File: src/rtl/lcd_nibble_receiver_if.sv
// LCD 4-bit bus as seen by a passive receiver: controller-driven strobe/nibble
// inputs and the reassembled-byte outputs.
interface lcd_nibble_receiver_if;
  logic       iLCD_Enabled;
  logic       iLCD_RegisterSelect;
  logic       iLCD_ReadWrite;
  logic       iLCD_StrataFlashControl;
  logic [3:0] iLCD_Data;
  logic [7:0] oByte;
  logic       oByteRS;
  logic       oByteValid;
  logic       oInitDone;
  logic       oProtocolError;

  modport master (
    output iLCD_Enabled, iLCD_RegisterSelect, iLCD_ReadWrite, iLCD_StrataFlashControl, iLCD_Data,
    input  oByte, oByteRS, oByteValid, oInitDone, oProtocolError
  );
  modport slave (
    input  iLCD_Enabled, iLCD_RegisterSelect, iLCD_ReadWrite, iLCD_StrataFlashControl, iLCD_Data,
    output oByte, oByteRS, oByteValid, oInitDone, oProtocolError
  );
endinterface

File: src/rtl/lcd_nibble_receiver.sv
// Snoops an HD44780-style 4-bit LCD bus: tracks the 3,3,3,2 init sequence, then
// pairs nibbles into bytes. Optional strobe-gap checking under LCD_RX_TIMING_CHECK_EN.
module lcd_nibble_receiver #(
  parameter int MIN_E_CYCLES = 12,
  parameter int T_POWERON    = 750000,
  parameter int T_INIT1      = 205000,
  parameter int T_INIT2      = 5000,
  parameter int T_INIT3      = 2000
) (
  input logic            Clock,
  input logic            Reset,
  lcd_nibble_receiver_if.slave bus
);
  localparam int EW = $clog2(MIN_E_CYCLES + 1);
  localparam logic [EW-1:0] EMAX = EW'(MIN_E_CYCLES);

  typedef enum logic [2:0] {INIT_A, INIT_B, INIT_C, INIT_D, HIGH_NIB, LOW_NIB} state_t;

  state_t        state_q, state_d;
  logic          armed_q, e_prev_q;
  logic [EW-1:0] ehi_q, ehi_d;
  logic [3:0]    nib_q, hi_nib_q, hi_nib_d;
  logic          rs_q, rw_q, sf_q, hi_rs_q, hi_rs_d;
  logic [7:0]    byte_q, byte_d;
  logic          byte_rs_q, byte_rs_d, valid_q, valid_d, init_q, init_d, err_q, err_d;
  logic          e_act, fall, rise, good, accept;

  // An E that is already high at reset release must be seen low before it counts.
  assign e_act  = bus.iLCD_Enabled & armed_q;
  assign fall   = e_prev_q & ~bus.iLCD_Enabled;
  assign rise   = e_act & ~e_prev_q;
  assign good   = (ehi_q >= EMAX) && !rw_q && sf_q;
  assign accept = fall & good;

  always_comb begin
    ehi_d = '0;
    if (e_act) ehi_d = (ehi_q == EMAX) ? ehi_q : ehi_q + 1'b1;
  end

`ifdef LCD_RX_TIMING_CHECK_EN
  logic [31:0] gap_q, gap_d, gap_min;
  logic        run_q, run_d;
  logic [2:0]  acc_q, acc_d;
  logic        gap_err;

  always_comb begin
    gap_d = gap_q;
    run_d = run_q;
    acc_d = acc_q;
    if (rise) begin
      gap_d = '0;
      run_d = 1'b0;
    end else if (accept) begin
      gap_d = '0;
      run_d = 1'b1;
      if (acc_q != 3'd4) acc_d = acc_q + 3'd1;
    end else if (run_q && gap_q != '1) begin
      gap_d = gap_q + 32'd1;
    end
    case (acc_q)
      3'd0:    gap_min = 32'(T_POWERON);
      3'd1:    gap_min = 32'(T_INIT1);
      3'd2:    gap_min = 32'(T_INIT2);
      default: gap_min = 32'(T_INIT3);
    endcase
    gap_err = rise && (gap_q < gap_min);
  end

  always_ff @(posedge Clock or negedge Reset) begin
    if (!Reset) begin
      gap_q <= '0;
      run_q <= 1'b1;
      acc_q <= '0;
    end else begin
      gap_q <= gap_d;
      run_q <= run_d;
      acc_q <= acc_d;
    end
  end
`else
  logic gap_err;
  logic unused_timing;
  assign gap_err       = 1'b0;
  assign unused_timing = ^{32'(T_POWERON), 32'(T_INIT1), 32'(T_INIT2), 32'(T_INIT3)};
`endif

  always_comb begin
    state_d   = state_q;
    hi_nib_d  = hi_nib_q;
    hi_rs_d   = hi_rs_q;
    byte_d    = byte_q;
    byte_rs_d = byte_rs_q;
    valid_d   = 1'b0;
    init_d    = init_q;
    err_d     = err_q | gap_err;
    if (fall && !good) err_d = 1'b1;
    if (accept) begin
      case (state_q)
        INIT_A, INIT_B, INIT_C: begin
          if (nib_q == 4'h3 && !rs_q) state_d = state_t'(state_q + 3'd1);
          else begin
            err_d   = 1'b1;
            state_d = INIT_A;
          end
        end
        INIT_D: begin
          if (nib_q == 4'h2 && !rs_q) begin
            state_d = HIGH_NIB;
            init_d  = 1'b1;
          end else begin
            err_d   = 1'b1;
            state_d = INIT_A;
          end
        end
        HIGH_NIB: begin
          hi_nib_d = nib_q;
          hi_rs_d  = rs_q;
          state_d  = LOW_NIB;
        end
        LOW_NIB: begin
          byte_d    = {hi_nib_q, nib_q};
          byte_rs_d = rs_q;
          if (rs_q != hi_rs_q) err_d = 1'b1;
          valid_d   = 1'b1;
          state_d   = HIGH_NIB;
        end
        default: state_d = INIT_A;
      endcase
    end
  end

  always_ff @(posedge Clock or negedge Reset) begin
    if (!Reset) begin
      state_q   <= INIT_A;
      armed_q   <= 1'b0;
      e_prev_q  <= 1'b0;
      ehi_q     <= '0;
      nib_q     <= '0;
      rs_q      <= 1'b0;
      rw_q      <= 1'b0;
      sf_q      <= 1'b0;
      hi_nib_q  <= '0;
      hi_rs_q   <= 1'b0;
      byte_q    <= '0;
      byte_rs_q <= 1'b0;
      valid_q   <= 1'b0;
      init_q    <= 1'b0;
      err_q     <= 1'b0;
    end else begin
      state_q   <= state_d;
      if (!bus.iLCD_Enabled) armed_q <= 1'b1;
      e_prev_q  <= e_act;
      ehi_q     <= ehi_d;
      if (e_act) begin
        nib_q <= bus.iLCD_Data;
        rs_q  <= bus.iLCD_RegisterSelect;
        rw_q  <= bus.iLCD_ReadWrite;
        sf_q  <= bus.iLCD_StrataFlashControl;
      end
      hi_nib_q  <= hi_nib_d;
      hi_rs_q   <= hi_rs_d;
      byte_q    <= byte_d;
      byte_rs_q <= byte_rs_d;
      valid_q   <= valid_d;
      init_q    <= init_d;
      err_q     <= err_d;
    end
  end

  assign bus.oByte          = byte_q;
  assign bus.oByteRS        = byte_rs_q;
  assign bus.oByteValid     = valid_q;
  assign bus.oInitDone      = init_q;
  assign bus.oProtocolError = err_q;
endmodule

File: src/flat_wrapper.sv
// flat-port wrapper written by rule: the top's interface ports become plain ports
module lcd_nibble_receiver_flat 
#(
  parameter int MIN_E_CYCLES = 12,
  parameter int T_POWERON    = 750000,
  parameter int T_INIT1      = 205000,
  parameter int T_INIT2      = 5000,
  parameter int T_INIT3      = 2000
)
  (Clock, Reset, bus_iLCD_Enabled, bus_iLCD_RegisterSelect, bus_iLCD_ReadWrite, bus_iLCD_StrataFlashControl, bus_iLCD_Data, bus_oByte, bus_oByteRS, bus_oByteValid, bus_oInitDone, bus_oProtocolError);
  lcd_nibble_receiver_if bus_i ();
  input logic Clock;
  input logic Reset;
  input wire logic [$bits(bus_i.iLCD_Enabled)-1:0] bus_iLCD_Enabled;
  input wire logic [$bits(bus_i.iLCD_RegisterSelect)-1:0] bus_iLCD_RegisterSelect;
  input wire logic [$bits(bus_i.iLCD_ReadWrite)-1:0] bus_iLCD_ReadWrite;
  input wire logic [$bits(bus_i.iLCD_StrataFlashControl)-1:0] bus_iLCD_StrataFlashControl;
  input wire logic [$bits(bus_i.iLCD_Data)-1:0] bus_iLCD_Data;
  output wire logic [$bits(bus_i.oByte)-1:0] bus_oByte;
  output wire logic [$bits(bus_i.oByteRS)-1:0] bus_oByteRS;
  output wire logic [$bits(bus_i.oByteValid)-1:0] bus_oByteValid;
  output wire logic [$bits(bus_i.oInitDone)-1:0] bus_oInitDone;
  output wire logic [$bits(bus_i.oProtocolError)-1:0] bus_oProtocolError;
  assign bus_i.iLCD_Enabled = bus_iLCD_Enabled;
  assign bus_i.iLCD_RegisterSelect = bus_iLCD_RegisterSelect;
  assign bus_i.iLCD_ReadWrite = bus_iLCD_ReadWrite;
  assign bus_i.iLCD_StrataFlashControl = bus_iLCD_StrataFlashControl;
  assign bus_i.iLCD_Data = bus_iLCD_Data;
  assign bus_oByte = bus_i.oByte;
  assign bus_oByteRS = bus_i.oByteRS;
  assign bus_oByteValid = bus_i.oByteValid;
  assign bus_oInitDone = bus_i.oInitDone;
  assign bus_oProtocolError = bus_i.oProtocolError;
  lcd_nibble_receiver #(.MIN_E_CYCLES(MIN_E_CYCLES), .T_POWERON(T_POWERON), .T_INIT1(T_INIT1), .T_INIT2(T_INIT2), .T_INIT3(T_INIT3)) u_core (.Clock(Clock), .Reset(Reset), .bus(bus_i));
endmodule
File: config.mk
export PLATFORM = sky130hd
export DESIGN_NAME = lcd_nibble_receiver_flat
export DESIGN_NICKNAME = d
export VERILOG_FILES = /design/src/rtl/lcd_nibble_receiver_if.sv /design/src/rtl/lcd_nibble_receiver.sv /design/src/flat_wrapper.sv
export SDC_FILE = /design/constraint.sdc
export NUM_CORES = 1
export LEC_CHECK = 0
export ABC_AREA = 1
export CAP_MARGIN = 20
export CORE_MARGIN = 4
export CORE_UTILIZATION = 57
export DETAILED_ROUTE_END_ITERATION = 10
export MAX_ROUTING_LAYER = met4
export PLACE_DENSITY = 0.83
export SLEW_MARGIN = 20
export SYNTH_ARGS = -nofsm -noshare
export SYNTH_HDL_FRONTEND = slang
export SYNTH_SLANG_ARGS = --single-unit
File: constraint.sdc
create_clock -name Clock -period 3.5 [get_ports Clock]
set_input_delay 1.05 -clock Clock [delete_from_list [all_inputs] [get_ports Clock]]
set_output_delay 1.05 -clock Clock [all_outputs]
set_load 0.03 [all_outputs]
Yosys cells after proc, flatten, opt, wreduce, memory -nomap -nowiden
Index checks and enable logic that the tools add are counted.
{ "word_totals": {"regBits": 33, "latch_bits": 0, "ram_bits": 0, "rom_bits": 0, "inputBits": 10, "out_inout_bits": 12, "wordCells": 58, "mem_count": 0} }
{ "op_classes": {"n_addsub": 2, "multipliers": 0, "n_div": 0, "n_lt_le_gt_ge": 1, "n_eq_ne": 10, "n_shift": 0, "n_mux": 13, "n_bitwise": 4, "n_reduce_logical": 13} }
{ "ops": {"columns": ["operator", "count"], "rows": [
  ["case mux 3 bit (4 select lines)", 1],
  ["equality test 4 x 2 -> 1 bit, second input constant", 2],
  ["2-to-1 mux 4 bit", 2],
  ["2-to-1 mux 1 bit", 7],
  ["equality test 3 x 2 -> 1 bit, second input constant", 2],
  ["equality test 3 bit, second input constant", 2],
  ["2-to-1 mux 3 bit", 2],
  ["logical AND 1 bit", 5],
  ["adder 4 x 1 -> 4 bit, second input constant", 1],
  ["equality test 4 bit, second input constant", 1],
  [">= comparator 4 bit, second input constant", 1],
  ["AND reduction 2 bit", 2],
  ["adder 3 x 1 -> 3 bit, second input constant", 1],
  ["AND 1 bit", 3],
  ["equality test 3 x 1 -> 1 bit, second input constant", 1],
  ["logical NOT 1 bit", 3],
  ["logical NOT 3 bit", 1],
  ["case mux 1 bit (3 select lines)", 1],
  ["AND reduction 3 bit", 1],
  ["OR reduction 3 bit", 1],
  ["!= test 2 bit, second input constant", 1],
  ["!= test 1 bit", 1],
  ["inverter 1 bit", 1]
]} }

Depth between registers and ports, before layout
Gate-level depths: netlist of the first run.
{ "logic_depth": {"ltp_word": 9, "depth_mapped": 10, "ltp_nobuf": 10} }

Worst setup path after synthesis of the first run
OpenSTA, ideal clock, no wires.
{ "synth_timing": {"kind": "input to register", "start": "input port bus_iLCD_Enabled", "end": "register u_core.byte_q[3], in the netlist u_core.bus.oByte[3]", "t_arrival_ns": 1.699, "required_time_ns": 3.382, "setup_slack_ns": 1.683, "stages": 7, "path_cell_list": "nor2_2 nand3_4 inv_4 nand2_4 buf_6 nand2_2 o21ai_2"} }
{ "synth_between": {"elab_chain_len": 4} }
{ "synth_rtl": {"columns": ["item", "line", "text"], "rows": [
  ["start, declared", "flat_wrapper.sv:14", "input wire logic [$bits(bus_i.iLCD_Enabled)-1:0] bus_iLCD_Enabled;"],
  ["inverter 1 bit", "lcd_nibble_receiver.sv:30", "assign fall = e_prev_q & ~bus.iLCD_Enabled;"],
  ["AND 1 bit", "lcd_nibble_receiver.sv:30", null],
  ["AND 1 bit", "lcd_nibble_receiver.sv:33", "assign accept = fall & good;"],
  ["AND reduction 2 bit (no line)", null, null],
  ["end signal, assigned", "lcd_nibble_receiver.sv:162", "byte_q <= byte_d;"],
  ["end, declared", "lcd_nibble_receiver.sv:24", "logic [7:0] byte_q, byte_d;"]
]} }
Every way passes these cells.
A chain may end at the register's enable or synchronous reset.

Worst setup path in the final report of the first run
{ "layout_timing": {"start": "register u_core.byte_q[3], in the netlist u_core.bus.oByte[3]", "end": "output port bus_oByte[3]"} }
{ "layout_rtl": {"columns": ["item", "line", "text"], "rows": [
  ["end, declared", "flat_wrapper.sv:19", "output wire logic [$bits(bus_i.oByte)-1:0] bus_oByte;"]
]} }
No word-level cell between the ends.

==> out/qor.yml, run 1 <==
cts_sinks: 33
area_growth_pct: 18.94
finalHoldViolations: 0
initial_core_util_pct: 61.01
worst_path_max_delay_cell: "clkdlybuf4s50_1"
drt_iter0_drc: 36
path_cells: "clkdlybuf4s50_1"
grt_pass1_wl_um: 5154
required_ns: 2.45
ctsHoldBuffers: 0
final_cell_mix: "nand2_1, dfrtp_1, clkdlybuf4s50_1"
clockBufferDepth: 2
core_sq_um: 2522
yosysSeqAreaShare_pct: 53.66
first_pass_iters: 4
fin_area_sq_um: 1831
path_max_fanout: 2
cts_buffers: 5
critPathArrivalTime_ns: 1.39
criticalPathCategory: "register to primary output"
cts_resized: 0
reg2reg_slack_ns: 1.98
dp_hpwl_um: 2191
cts_tree: "yes"
setup_tns_ns: 0
critPathBufInv: 1
h-tree-depth: 2
reg2reg_depth: 9
clk_pin_slew_worst_paths_ns: 0.09
die_area_sq_um: 3595
grt_use_total_pct: 20.41
root_buffer: "clkbuf_4"
min_path_type: "register to register"
detail-route-antenna-nets: 0
max_cap_viol_count: 0
ys_ff_latch: 33
grt_max_degree: 34
cts_setup_buffers: 0
synthTopCellsByArea: "dfrtp_1, nand2_1, o21ai_0"
start_kind: "register"
hold_depth: 2
dp.cells: 223
stdcell_count: 231
ys_types: 22
grt_overflow_total: 0
synth.avg_cell_area_sq_um: 8.896
place_area_sq_um: 1778
finalCritPeriodShare_pct: 69.86
critPathCaptureType: "primary output"
rows: 18
slew_viol_final: 0
powerDensity_nw_per_um2: 365.2
via_per_inst: 5.286
dp_slack_ns: 1.031
yosys_warnings: 0
drt-total-wl_um: 2963
io_pins: 22
drive_gt1_share_pct: 10.45
vdd.ir_drop.worst_uv: 291.7
netlist.area_leader.share_pct: 53.66
setup_viol: 0
antenna_found_initial: 0
maxSlewHeadroom_pct: 72.95
die_w_um: 59.96
status: "finished, final reports clean"
syn_area_sq_um: 1539
skew_ns: 0.01011
diodes: 0
synth_fp_nets: 190
layout_commonest_cell: "nand2_1"
crit_family: "buffers and inverters"
drc: 0
globalplace.congestion: 0.8273
netlist_instances: 173
min_period_ns: 2.445
synth_top_cell_by_area: "dfrtp_1"
first_global_vias: 1222
worstSkewPairLatency_ns: 0.34
portBuffers: 21
tightestPinTransition_ns: 0.4058
worstSetupPathDepth: 1
die_height_um: 59.96
grt_setup_unrepaired: "false"
wl_per_cell_um: 12.83
leakage_nw: 0.9114
max_stage_delay_ns: 0.68
fmax_ghz: 0.4090
fin_ws_ns: 1.055
fin_nets: 217
via_count: 1221
==> metrics by stage <==
| step | hold WS [ns] | util, % | total power (W) |
|---|---|---|---|
| finish | 0.4860 | 72.57 | 0.0006685 |
| CTS | 0.4913 | 72.57 | 0.0006778 |
| floorplan | 0.4422 | - | 0.0004428 |
| global placement | 0.4543 | 70.49 | 0.0004683 |
| global route | 0.5111 | 72.57 | 0.0007070 |
| detailed placement | 0.4666 | 70.49 | 0.0004716 |
==> sequential cells by signal, indices dropped and copies added (netlist names) <==
name and flops:
u_core.bus.oByteValid 1, u_core.nib_q 4, u_core.bus.oByte 8, u_core.bus.oByteRS 1, u_core.bus.oProtocolError 1, u_core.rw_q 1
u_core.bus.oInitDone 1, u_core.e_prev_q 1, u_core.rs_q 1, u_core.sf_q 1, u_core.ehi_q 4, u_core.armed_q 1
u_core.state_q 3, u_core.hi_rs_q 1, u_core.hi_nib_q 4
==> synth_stat cells, drive strengths merged <==
| library cell | count |
|---|---|
| buf | 2 |
| nand3 | 10 |
| a21oi | 2 |
| inv | 22 |
| o21ai | 23 |
| nor3 | 1 |
| o21bai | 1 |
| dfrtp | 33 |
| nand2 | 56 |
| nor2 | 11 |
| nand4 | 1 |
| xnor2 | 3 |
| clkinv | 1 |
| ha | 7 |
==> kinds of logic after synthesis <==
kind of cell / count (synthesis) / share of synthesized area, %
AO/OA/AOI/OAI: 26 / 9.838
XOR/XNOR: 3 / 1.708
adder cells (fa/ha/maj): 7 / 5.691
buffers and inverters: 25 / 6.829
flip-flops: 33 / 53.66
AND/OR/NAND/NOR: 79 / 22.28
==> report_power, final <==
part	leakage [nW]	internal, W	total [W]	switching, W
logic	0.453	0.0000215	0.0000602	0.0000387
clock network	0.0255	0.0000792	0.000204	0.000125
registers	0.433	0.000395	0.000404	0.00000858
total	0.911	0.000496	0.000668	0.000173
==> cell type report <==
| cell class | count | area (sq um) |
|---|---|---|
| clock buffers | 7 | 45.04 |
| clock inverters | 1 | 7.507 |
| fillers | 188 | 691.9 |
| inverters | 23 | 88.84 |
| multi-input cells | 115 | 608.1 |
| flip-flops and latches | 33 | 825.8 |
| well taps | 30 | 37.54 |
| repair buffers | 22 | 217.7 |
==> path summary, 6_finish.rpt <==
kind                                             end           startpoint
max                                     bus_oByte[3]  u_core.bus.oByte[3]
min                              u_core.bus.oByte[7]   u_core.hi_nib_q[3]
max reg2reg                u_core.bus.oProtocolError    u_core.state_q[1]
min reg2reg                      u_core.bus.oByte[7]   u_core.hi_nib_q[3]
max in group asynchronous            u_core.ehi_q[2]                Reset
min in group asynchronous        u_core.bus.oByte[5]                Reset
==> layer usage <==
layer | vias to the layer above | wire length [um] | GRT usage [%]
met5 | - | 0 | -
met3 | 10 | 192 | 6.479
met2 | 42 | 1422 | 32.72
met4 | 0 | 83 | 11.08
li1 | 594 | - | -
met1 | 575 | 1264 | 22.41
(Power assumes the default switching activity.)
==> inputs of run 2 (changes only) <==
CORE_UTILIZATION = 53   (was 57)
PLACE_DENSITY = 0.78   (was 0.83)
clock period = 2.4 ns   (was 3.5 ns; I/O delays follow)
==> out/qor.yml, run 2 (same netlist as run 1, synthesis figures left out) <==
status: "finished, final reports clean"  # unchanged
cts_tree: "yes"  # unchanged
globalplace.congestion: 0.7828  # was 0.8273
io_pins: 22  # unchanged
min_to: "u_core.bus.oByte[6]"  # was u_core.bus.oByte[7]
clk_pin_slew_worst_paths_ns: 0.09  # about the same
crit_family: "buffers and inverters"  # unchanged
cts_sinks: 33  # unchanged
hold_depth: 2  # unchanged
grt_use_total_pct: 19.28  # was 20.41%
rows: 19  # was 18
first_pass_iters: 4  # unchanged
fin_nets: 217  # unchanged
worstSkewPairLatency_ns: 0.33  # was 0.34 ns
drive_gt1_share_pct: 10.55  # was 10.45%
wl_per_cell_um: 12.32  # was 12.83 um
final_cell_mix: "nand2_1, dfrtp_1, clkdlybuf4s50_1"  # unchanged
grt_overflow_total: 0  # unchanged
fmax_ghz: 0.4729
critPathArrivalTime_ns: 1.39  # about the same
drc: 0  # unchanged
leakage_nw: 0.9128  # was 0.9114 nW
required_ns: 1.68  # was 2.45 ns
core_sq_um: 2758  # was 2522 sq um
setup_viol: 0  # unchanged
antenna_found_initial: 0  # unchanged
start_kind: "register"  # unchanged
dp_hpwl_um: 2132  # was 2191 um
powerDensity_nw_per_um2: 520.9  # was 365.2 nW/um^2
die_height_um: 61.89  # was 59.96 um
via_count: 1192  # was 1221
grt_max_degree: 34  # unchanged
die_w_um: 61.89  # was 59.96 um
max_stage_delay_ns: 0.69  # was 0.68 ns
layout_commonest_cell: "nand2_1"  # unchanged
die_area_sq_um: 3830  # was 3595 sq um
critPathCaptureType: "primary output"  # unchanged
path_max_fanout: 2  # unchanged
finalHoldViolations: 0  # unchanged
drt_iter0_drc: 30  # was 36
first_global_vias: 1196  # was 1222
cts_setup_buffers: 0  # unchanged
clockBufferDepth: 2  # unchanged
portBuffers: 21  # unchanged
hold_start: "u_core.hi_nib_q[2]"  # was u_core.hi_nib_q[3]
r2r-start: "u_core.state_q[1]"  # unchanged
drt-total-wl_um: 2834  # was 2963 um
tightestPinTransition_ns: 0.4172  # was 0.4058 ns
min_path_type: "register to register"  # unchanged
skew_ns: 0.008208  # was 0.01011 ns
area_growth_pct: 18.37  # was 18.94%
cts_buffers: 5  # unchanged
criticalPathCategory: "register to primary output"  # unchanged
detail-route-antenna-nets: 0  # unchanged
max_cap_viol_count: 0  # unchanged
reg2reg_slack_ns: 0.91  # was 1.98 ns
grt_pass1_wl_um: 5092  # was 5154 um
diodes: 0  # unchanged
root_buffer: "clkbuf_4"  # unchanged
vdd.ir_drop.worst_uv: 397.6  # was 291.7 uV
reg2reg_depth: 9  # unchanged
ctsHoldBuffers: 0  # unchanged
design_power_total_w: 0.0009489  # was 0.0006685 W
critPathBufInv: 1  # unchanged
maxSlewHeadroom_pct: 72.19  # was 72.95%
min_period_ns: 2.114
initial_core_util_pct: 55.81  # was 61.01%
grt_setup_unrepaired: "false"  # unchanged
worst_r2r_endpoint: "u_core.bus.oProtocolError"  # unchanged
slew_viol_final: 0  # unchanged
h-tree-depth: 2  # unchanged
setup_tns_ns: 0  # unchanged
cts_resized: 0  # unchanged
path_cells: "clkdlybuf4s50_1"  # unchanged
worst_path_max_delay_cell: "clkdlybuf4s50_1"  # unchanged
largest_register_ffs: 8  # unchanged
via_per_inst: 5.183  # was 5.286
finalCritPeriodShare_pct: 88.10
==> run 2: changes by cell type in the layout (fill, tap and decap cells not counted), sizes merged <==
cell,delta
clkinvlp,-1
clkbuf,-2
clkinv,+1
==> run 2: routing by layer <==
layer | up-vias | track usage (%) | wire [um]
li1 | 597 | - | -
met1 | 556 | 23.29 | 1299
met5 | - | - | 0
met2 | 29 | 29.60 | 1329
met4 | 0 | 10.61 | 87
met3 | 10 | 4.752 | 118
==> run 2: how the worst max path moves through the flow <==
stage | start | endpoint | slack (ns) | cells after the start
6_report | u_core.bus.oByte[3] | bus_oByte[3] | 0.29 | 1
5_1_grt | u_core.bus.oByte[3] | bus_oByte[3] | 0.22 | 1
4_1_cts | u_core.bus.oByte[3] | bus_oByte[3] | 0.27 | 1
3_5_place_dp | bus_iLCD_Enabled | u_core.ehi_q[3] | 0.23 | 5
3_3_place_gp | bus_iLCD_Enabled | u_core.ehi_q[2] | 0.33 | 5
2_1_floorplan | bus_iLCD_Enabled | u_core.bus.oByte[3] | 0.91 | 7
==> run 2: worst register-to-register path, stage by stage, from the launching register on <==
cell and delay [ns]:
dfrtp_1 0.41, inv_1 0.11, ha_1 0.18, nand2_1 0.08, inv_1 0.14, nor2_1 0.06, a21oi_1 0.19, nand2_1 0.08
nor2_1 0.09, nor2_1 0.04
==> run 2: area by class of cell <==
type	count	area (sq um)
Clock inverter	1	5.005
Sequential cell	33	825.8
Inverter	23	88.84
Multi-Input combinational cell	115	608.1
Clock buffer	5	37.54
Timing Repair Buffer	22	217.7
Tap cell	31	38.79
Fill cell	235	935.9
==> run 2: power by group <==
part | switching, W | total [W] | internal, W
Clock | 0.000171 | 0.000273 | 0.000101
Sequential | 0.0000118 | 0.000588 | 0.000576
Combinational | 0.0000568 | 0.0000882 | 0.0000314
Total | 0.000240 | 0.000949 | 0.000709
==> run 2: through the flow <==
| stage | util, % | setup WS (ns) | hold WS (ns) | instances | instance area [sq um] |
|---|---|---|---|---|---|
| 6_report | 66.06 | 0.2855 | 0.4809 | 230 | 1822 |
| 5_1_grt | 66.06 | 0.2160 | 0.4974 | 230 | 1822 |
| 2_1_floorplan | - | 0.9130 | 0.4244 | 173 | 1539 |
| 3_5_place_dp | 64.52 | 0.2294 | 0.4560 | 224 | 1779 |
| 4_1_cts | 66.06 | 0.2653 | 0.4784 | 230 | 1822 |
| 3_3_place_gp | 64.52 | 0.3295 | 0.4558 | 224 | 1779 |
